**config.mk**
```make
export PLATFORM = sky130hd
export DESIGN_NAME = noc_input_port
export DESIGN_NICKNAME = d
export VERILOG_FILES = /design/src/rtl/noc_input_port.sv
export SDC_FILE = /design/constraint.sdc
export NUM_CORES = 2
export LEC_CHECK = 0
export ABC_AREA = 1
export ABC_CLOCK_PERIOD_IN_PS = 11700
export BUFFER_PORTS_ARGS = -buffer_cell sky130_fd_sc_hd__buf_2
export CAP_MARGIN = 5
export CORE_MARGIN = 5
export CORE_UTILIZATION = 54
export CTS_CLUSTER_DIAMETER = 40
export DETAILED_ROUTE_END_ITERATION = 16
export HOLD_SLACK_MARGIN = 0.12
export PLACE_DENSITY = 0.73
export REMOVE_ABC_BUFFERS = 1
export SLEW_MARGIN = 30
export SYNTH_ARGS = -nofsm -noshare
export SYNTH_HDL_FRONTEND = slang
export SYNTH_SLANG_ARGS = --single-unit
```
**constraint.sdc**
```tcl
create_clock -name clk -period 11.7 [get_ports clk]
set_clock_uncertainty 0.1 [all_clocks]
set_input_delay 0 -clock clk [delete_from_list [all_inputs] [get_ports clk]]
set_output_delay 0 -clock clk [all_outputs]
set_load 0.005 [all_outputs]
```
**src/rtl/noc_input_port.sv**
```systemverilog
// NoC router input port: framing check on the link side, FWFT flit FIFO,
// and a head-flit register feeding the address-calculation stage.
module noc_input_port #(
  parameter int DEPTH = 8,
  parameter int AW    = $clog2(DEPTH)
) (
  input  logic          clk,
  input  logic          reset,
  input  logic          in_valid,
  output logic          in_ready,
  input  logic [255:0]  in_flit,
  output logic          out_valid,
  input  logic          out_ready,
  output logic [255:0]  out_flit,
  output logic [255:0]  hf_out,
  output logic          hf_valid,
  output logic          drop_err,
  output logic          seq_err,
  output logic [15:0]   pkt_count,
  output logic          o_dbg_state,
  output logic [AW:0]   o_dbg_count
);

  // Handshakes: a transfer happens on a rising edge where valid && ready.
  // valid never waits on ready, and both ready/valid here come from
  // registered count only, so there is no ready->ready combinational path.

  localparam logic [AW:0] LP_DEPTH = (AW+1)'(DEPTH);

  typedef enum logic {
    ST_IDLE   = 1'b0,
    ST_IN_PKT = 1'b1
  } state_t;

  state_t         r_state;
  state_t         w_state_nxt;

  logic [255:0]   r_mem [DEPTH];
  logic [AW-1:0]  r_wr_ptr;
  logic [AW-1:0]  r_rd_ptr;
  logic [AW:0]    r_count;

  logic [255:0]   r_hf_out;
  logic           r_hf_valid;
  logic           r_drop_err;
  logic           r_seq_err;
  logic [15:0]    r_pkt_count;

  logic           w_full;
  logic           w_empty;
  logic           w_accept;
  logic           w_deq;
  logic           w_enq;
  logic           w_drop;
  logic           w_seq;
  logic           w_head_out;
  logic [1:0]     w_type;

  assign w_full     = (r_count == LP_DEPTH);
  assign w_empty    = (r_count == '0);
  assign in_ready   = !w_full;
  assign out_valid  = !w_empty;
  assign w_accept   = in_valid && in_ready;
  assign w_deq      = out_valid && out_ready;
  assign w_type     = in_flit[255:254];
  assign out_flit   = r_mem[r_rd_ptr];
  assign w_head_out = out_flit[254];

  // Framing: type[0] marks a packet start, type[1] marks a packet end.
  always_comb begin
    w_state_nxt = r_state;
    w_enq       = 1'b0;
    w_drop      = 1'b0;
    w_seq       = 1'b0;
    if (w_accept) begin
      case (r_state)
        ST_IDLE: begin
          if (w_type[0]) begin
            w_enq       = 1'b1;
            w_state_nxt = w_type[1] ? ST_IDLE : ST_IN_PKT;
          end else begin
            w_drop = 1'b1;
          end
        end
        ST_IN_PKT: begin
          w_enq       = 1'b1;
          w_seq       = w_type[0];
          w_state_nxt = w_type[1] ? ST_IDLE : ST_IN_PKT;
        end
        default: w_state_nxt = ST_IDLE;
      endcase
    end
  end

  always_ff @(posedge clk or posedge reset) begin
    if (reset) begin
      r_state <= ST_IDLE;
    end else begin
      r_state <= w_state_nxt;
    end
  end

  always_ff @(posedge clk or posedge reset) begin
    if (reset) begin
      r_wr_ptr <= '0;
      r_rd_ptr <= '0;
      r_count  <= '0;
    end else begin
      if (w_enq) begin
        r_wr_ptr <= r_wr_ptr + 1'b1;
      end
      if (w_deq) begin
        r_rd_ptr <= r_rd_ptr + 1'b1;
      end
      case ({w_enq, w_deq})
        2'b10:   r_count <= r_count + 1'b1;
        2'b01:   r_count <= r_count - 1'b1;
        default: r_count <= r_count;
      endcase
    end
  end

  // Storage is deliberately not reset; out_flit is only meaningful with out_valid.
  always_ff @(posedge clk) begin
    if (w_enq) begin
      r_mem[r_wr_ptr] <= in_flit;
    end
  end

  always_ff @(posedge clk or posedge reset) begin
    if (reset) begin
      r_hf_out    <= '0;
      r_hf_valid  <= 1'b0;
      r_drop_err  <= 1'b0;
      r_seq_err   <= 1'b0;
      r_pkt_count <= '0;
    end else begin
      r_hf_valid <= w_deq && w_head_out;
      r_drop_err <= w_drop;
      r_seq_err  <= w_seq;
      if (w_deq && w_head_out) begin
        r_hf_out    <= out_flit;
        r_pkt_count <= r_pkt_count + 16'd1;
      end
    end
  end

  assign hf_out      = r_hf_out;
  assign hf_valid    = r_hf_valid;
  assign drop_err    = r_drop_err;
  assign seq_err     = r_seq_err;
  assign pkt_count   = r_pkt_count;
  assign o_dbg_state = r_state;
  assign o_dbg_count = r_count;

  a_count_bound: assert property (@(posedge clk) disable iff (reset) r_count <= LP_DEPTH);
  a_no_push_full: assert property (@(posedge clk) disable iff (reset) !(w_enq && w_full));
  a_no_pop_empty: assert property (@(posedge clk) disable iff (reset) !(w_deq && w_empty));

endmodule

```
### Word-level counts from Yosys, hierarchy flattened

Memories as Yosys holds them, arrays and structs flattened.
Cells that the tools add are included.

* logic and storage cells: 40
* RAM bits: 2048
* input port bits: 260
* memories: 1
* output and inout bits: 538
* register bits after elaboration: 286

* reductions and logical operators: 7
* equal/unequal tests: 3
* bitwise operators: 1
* $add $sub $neg: 5
* mux-type cells: 14

Memories
* r_mem: words 8, bits a word 256, rd ports 1, clocked after memory_dff 0, write ports 1, RTL line 38 `logic [255:0] r_mem [DEPTH];`

Operators by type and width (count)
* adder 16 x 1 -> 16 bit, second input constant: 1
* two-way mux 1 bit: 11
* case mux 4 bit (2 select lines): 1
* adder 3 x 1 -> 3 bit, second input constant: 2
* adder 4 x 1 -> 4 bit, second input constant: 1
* == test 4 bit, second input constant: 1
* logical NOT 4 bit: 1
* case mux 1 bit (2 select lines): 2
* subtractor 4 x 1 -> 4 bit, second input constant: 1
* logical AND 1 bit: 3
* == test 2 x 1 -> 1 bit, second input constant: 1
* == test 2 bit, second input constant: 1
* logical NOT 1 bit: 2
* nonzero test 2 bit: 1
* NOT 1 bit: 1

### Depth between registers and ports, before layout

* depth in word-level cells: 6
* depth in mapped cells: 14
* mapped depth without buffers: 14

### Worst setup path before layout

No wires, ideal clock.

* path type: reg2reg
* start point: register r_count[2], in the netlist o_dbg_count[2]
* end point: memory r_mem[0][0], enable pin
* data arrival time: 11.795 ns
* buffers on the path: 0
* stages on the path, launching flop included: 7
* path slack: -1.074 ns
* cell sequence: dfrtp_1 inv_1 nand3_1 nand2_1 a21oi_1 nand2_1 nor2_1

* longest elaborated chain between the ends: 6

RTL lines
* start: declaration: RTL line 41 `logic [AW:0] r_count;`
* start signal: assignment: RTL line 116 `2'b10: r_count <= r_count + 1'b1;`
* start signal: assignment: RTL line 117 `2'b01: r_count <= r_count - 1'b1;`
* start signal: assignment: RTL line 118 `default: r_count <= r_count;`
* == test 4 bit: RTL line 59 `assign w_full = (r_count == LP_DEPTH);`
* logical NOT 1 bit: RTL line 61 `assign in_ready = !w_full;`
* named net in_ready: RTL line 10 `output logic in_ready,`
* logical AND 1 bit: RTL line 63 `assign w_accept = in_valid && in_ready;`
* two-way mux 1 bit: RTL line 75 `if (w_accept) begin`
* two-way mux 1 bit: RTL line 125 `if (w_enq) begin`
* two-way mux 1 bit (not written as such): RTL line 126 `r_mem[r_wr_ptr] <= in_flit;`
* end: declaration: RTL line 38

The timed path passes the listed nets, and every way through them passes these cells.

### Worst setup path after layout

* start point: register r_rd_ptr[0]
* end point: output out_flit[63]

* longest elaborated chain between the ends: 1

RTL lines
* start: declaration: RTL line 40 `logic [AW-1:0] r_rd_ptr;`
* start signal: assignment: RTL line 113 `r_rd_ptr <= r_rd_ptr + 1'b1;`
* memory read (8 x 256 bit)
* end: declaration: RTL line 14 `output logic [255:0] out_flit,`

No other way between the ends.

==> results.json <==
{
  "met3_usage": 0.0434,
  "area_delta_synth_final_pct": 23.0,
  "use_met2": 0.445,
  "num_vias": 64700,
  "postCtsSetupRepairBufs": 0,
  "cts_root_buf": "clkbuf_16",
  "switching_share": 0.368,
  "avgViaCountPerCell": 5.46,
  "clock-sinks": 2334,
  "regArea_um2": 68700,
  "setup_viol": 0,
  "die_w_um": 423,
  "timing.rr.start": "r_rd_ptr[0]",
  "core-area_um2": 169000,
  "synth_area_um2": 92100,
  "die_area_um2": 179000,
  "syn_area_per_cell_um2": 11.4,
  "die_y_um": 423,
  "cp_common_cell": "nand2_1",
  "numCtsBuffers": 304,
  "cts.htree.levels": 5,
  "drive_gt1_frac": 0.143,
  "crit_type": "register to output port",
  "peakVddDrop_uv": 309,
  "cts_buffer_depth": 4,
  "design.portCount": 798,
  "dp_cells": 10800,
  "critPathLaunch": "r_rd_ptr[0]",
  "grt_usage": 0.266,
  "synthDistinctLibCells": 24,
  "cts_tree": "yes",
  "critPathMaxStageDelay_ns": 0.80,
  "synthTopCellsByArea": "edfxtp_1 (67%), nand2_1 (8.8%), nor2_1 (8.4%)",
  "cp_slowest_cell": "buf_4",
  "initial_core_util": 0.543,
  "ys_ff_latch": 2334,
  "clock.fmax_mhz": 169,
  "cap_violations": 0,
  "drt_iter0_markers": 6744,
  "startpoint_type": "register",
  "avgRoutedWirePerCell_um": 20.6,
  "intPower_w": 0.0189,
  "yosys_warnings": 0,
  "worst_pin_slew_ns": 1.16,
  "drcViolationCount": 0,
  "synth_top_area_frac": 0.668,
  "final_util": 0.668,
  "fin_tns_setup_ns": 0,
  "p_leak_nw": 44.9,
  "clock_power_share": 0.301,
  "synth_ff_type": "edfxtp_1",
  "grt_overflow": 0,
  "path_clk_slew_ns": 0.06,
  "grt_pass1_vias": 63600,
  "rows": 151,
  "rsz0062_at_grt": "false",
  "yosys.area.top_type": "edfxtp_1",
  "end_kind": "output port",
  "power_density_nw_per_um2": 264,
  "critPathTopFamily": "buffers and inverters",
  "clk_latency_ns": 0.91,
  "synth-seq-area-share": 0.746,
  "path_max_fanout": 109,
  "status": "finished clean",
  "hold_viol": 0,
  "n_fill_cell": 11700,
  "holdWs_ns": 0.267,
  "synthArstFlopShare": 0.123,
  "dp_hpwl_um": 127000,
  "synthTopCellsByCount": "nand2_1 (2151), nor2_1 (2062), edfxtp_1 (2048)",
  "final_cell_count_no_fill": 11800,
  "post-route-period-util": 0.505,
  "port_buffers": 797,
  "r2r_setup_slack_ns": 6.59,
  "relSlewSlack": 0.226,
  "syn_inst": 8109,
  "yosysMostFrequentCell": "nand2_1",
  "dr.pass1.iters": 6,
  "combPwrFrac": 0.341,
  "place_congestion": 0.806,
  "cp_num_buf_inv": 6,
  "grt_start_max_net_pins": 249,
  "fin_nets": 9630,
  "fin_area_um2": 113000,
  "synth-edff-count": 2048,
  "multiInputGateArea_um2": 21400,
  "cp_cell_sequence": "buf_4 -> buf_12 -> buf_16 -> buf_6 -> buf_4 -> nor2_1 -> nor2_1 -> o21ai_0 -> nand2_1 -> nand2_1 -> nand2_1 -> buf_2",
  "layout_min_cycle_time_ns": 5.91,
  "min_path_type": "input port to asynchronous set/reset pin",
  "grt_antenna_before_repair": 34,
  "placed_area_um2": 97900,
  "switchingPower_w": 0.0110,
  "top_usage_layer": "met2",
  "finalMaxSlewViolations": 0,
  "drt_wl_total_um": 244000,
  "arrival_ns": 5.81,
  "grt_pass1_wl_um": 371000,
  "cp.required_ns": 11.60,
  "p_seq_frac": 0.358,
  "use_met1": 0.342,
  "ant_nets": 0
}
area by class of cell:
| type | count | area share |
|---|---|---|
| multi-input cells | 5290 | 0.189 |
| well taps | 2218 | 0.0245 |
| inverters | 29 | 0.00123 |
| flip-flops and latches | 2334 | 0.606 |
| clock buffers | 374 | 0.0723 |
| clock inverters | 161 | 0.0147 |
| repair buffers | 1405 | 0.0911 |
| diodes | 31 | 0.000685 |
sequential cells by signal, summed over array words and instances, names as in the netlist:
signal       flops
drop_err         1
hf_out         256
hf_valid         1
o_dbg_count      4
o_dbg_state      1
pkt_count       16
r_mem         2048
r_rd_ptr         3
r_wr_ptr         3
seq_err          1
final timing paths:
| kind | cells past startpoint | to |
|---|---|---|
| min | 4 | hf_out[241] |
| min reg2reg | 2 | hf_out[254] |
| min in group clk | 4 | drop_err |
| max | 12 | out_flit[63] |
| max reg2reg | 13 | hf_out[63] |
| max in group asynchronous | 6 | r_rd_ptr[2] |
timing repair:
item                                   in CTS  in global routing
endpoints found under the hold margin    2359                  0
gates resized for setup                     0                  0
setup endpoints to repair                   0                  0
hold buffers                              519                  0
layer usage:
metal	vias up	part of all wire
met4	10	0.048
met1	31300	0.39
met2	2876	0.49
li1	29900	-
met3	609	0.075
met5	-	0.00028
cell usage in the layout, fill, tap and decap left out, types with 4 or more instances in the layout:
cell type / netlist / layout
buf_12: 0 / 17
buf_16: 0 / 10
buf_2: 153 / 797
buf_4: 7 / 49
buf_6: 4 / 13
bufinv_16: 0 / 21
clkbuf_1: 247 / 48
clkbuf_16: 0 / 313
clkbuf_8: 0 / 13
clkinv_1: 1 / 22
clkinv_2: 0 / 30
clkinv_4: 0 / 25
clkinv_8: 0 / 5
clkinvlp_4: 0 / 19
dfrtp_1: 286 / 283
diode_2: 0 / 31
dlygate4sd3_1: 0 / 519
edfxtp_1: 2048 / 2048
ha_1: 6 / 6
inv_1: 26 / 25
inv_6: 0 / 28
inv_8: 0 / 13
nand2_1: 2151 / 2151
nand3_1: 17 / 16
nor2_1: 2062 / 2054
nor2_4: 1 / 9
nor3_1: 4 / 4
o21ai_0: 1025 / 1025
xnor2_1: 8 / 8
xor2_1: 7 / 7
metrics by stage:
step / total power (W) / setup slack, ns
2_1_floorplan: 0.0176 / -42.08
3_3_place_gp: 0.0204 / 6.16
3_5_place_dp: 0.0207 / 6.08
4_1_cts: 0.0299 / 5.06
5_1_grt: 0.0316 / 5.42
6_report: 0.0299 / 5.79
worst reg2reg max path: cells and delay by family (launching register included):
family	cells	cell delay, ns
and+or+nand+nor	7	0.87
DFF	1	0.66
buffers and inverters	5	3.32
AOI/OAI and AO/OA	1	0.11
cell families (layout without fill, tap and decap cells):
kind of cell / Yosys count / in the layout / synth area share
AO/OA/AOI/OAI: 1027 / 1027 / 0.0558
buffers and inverters: 485 / 1969 / 0.0225
adder cells (fa/ha/maj): 6 / 6 / 0.000816
AND/OR/NAND/NOR: 4241 / 4241 / 0.174
XOR/XNOR: 15 / 15 / 0.00143
other: 0 / 31 / 0
multiplexers: 1 / 1 / 0.000122
flip-flops: 2334 / 2334 / 0.746
power groups by stage:
stage	clock [W]	combinational [W]	sequential, W
floorplan	0	0.00606	0.0116
finish	0.00899	0.0102	0.0107
global route	0.00951	0.0113	0.0108
detailed placement	0	0.00987	0.0109
CTS	0.00911	0.0101	0.0107
global placement	0	0.00961	0.0108
(Power assumes the default switching activity.)
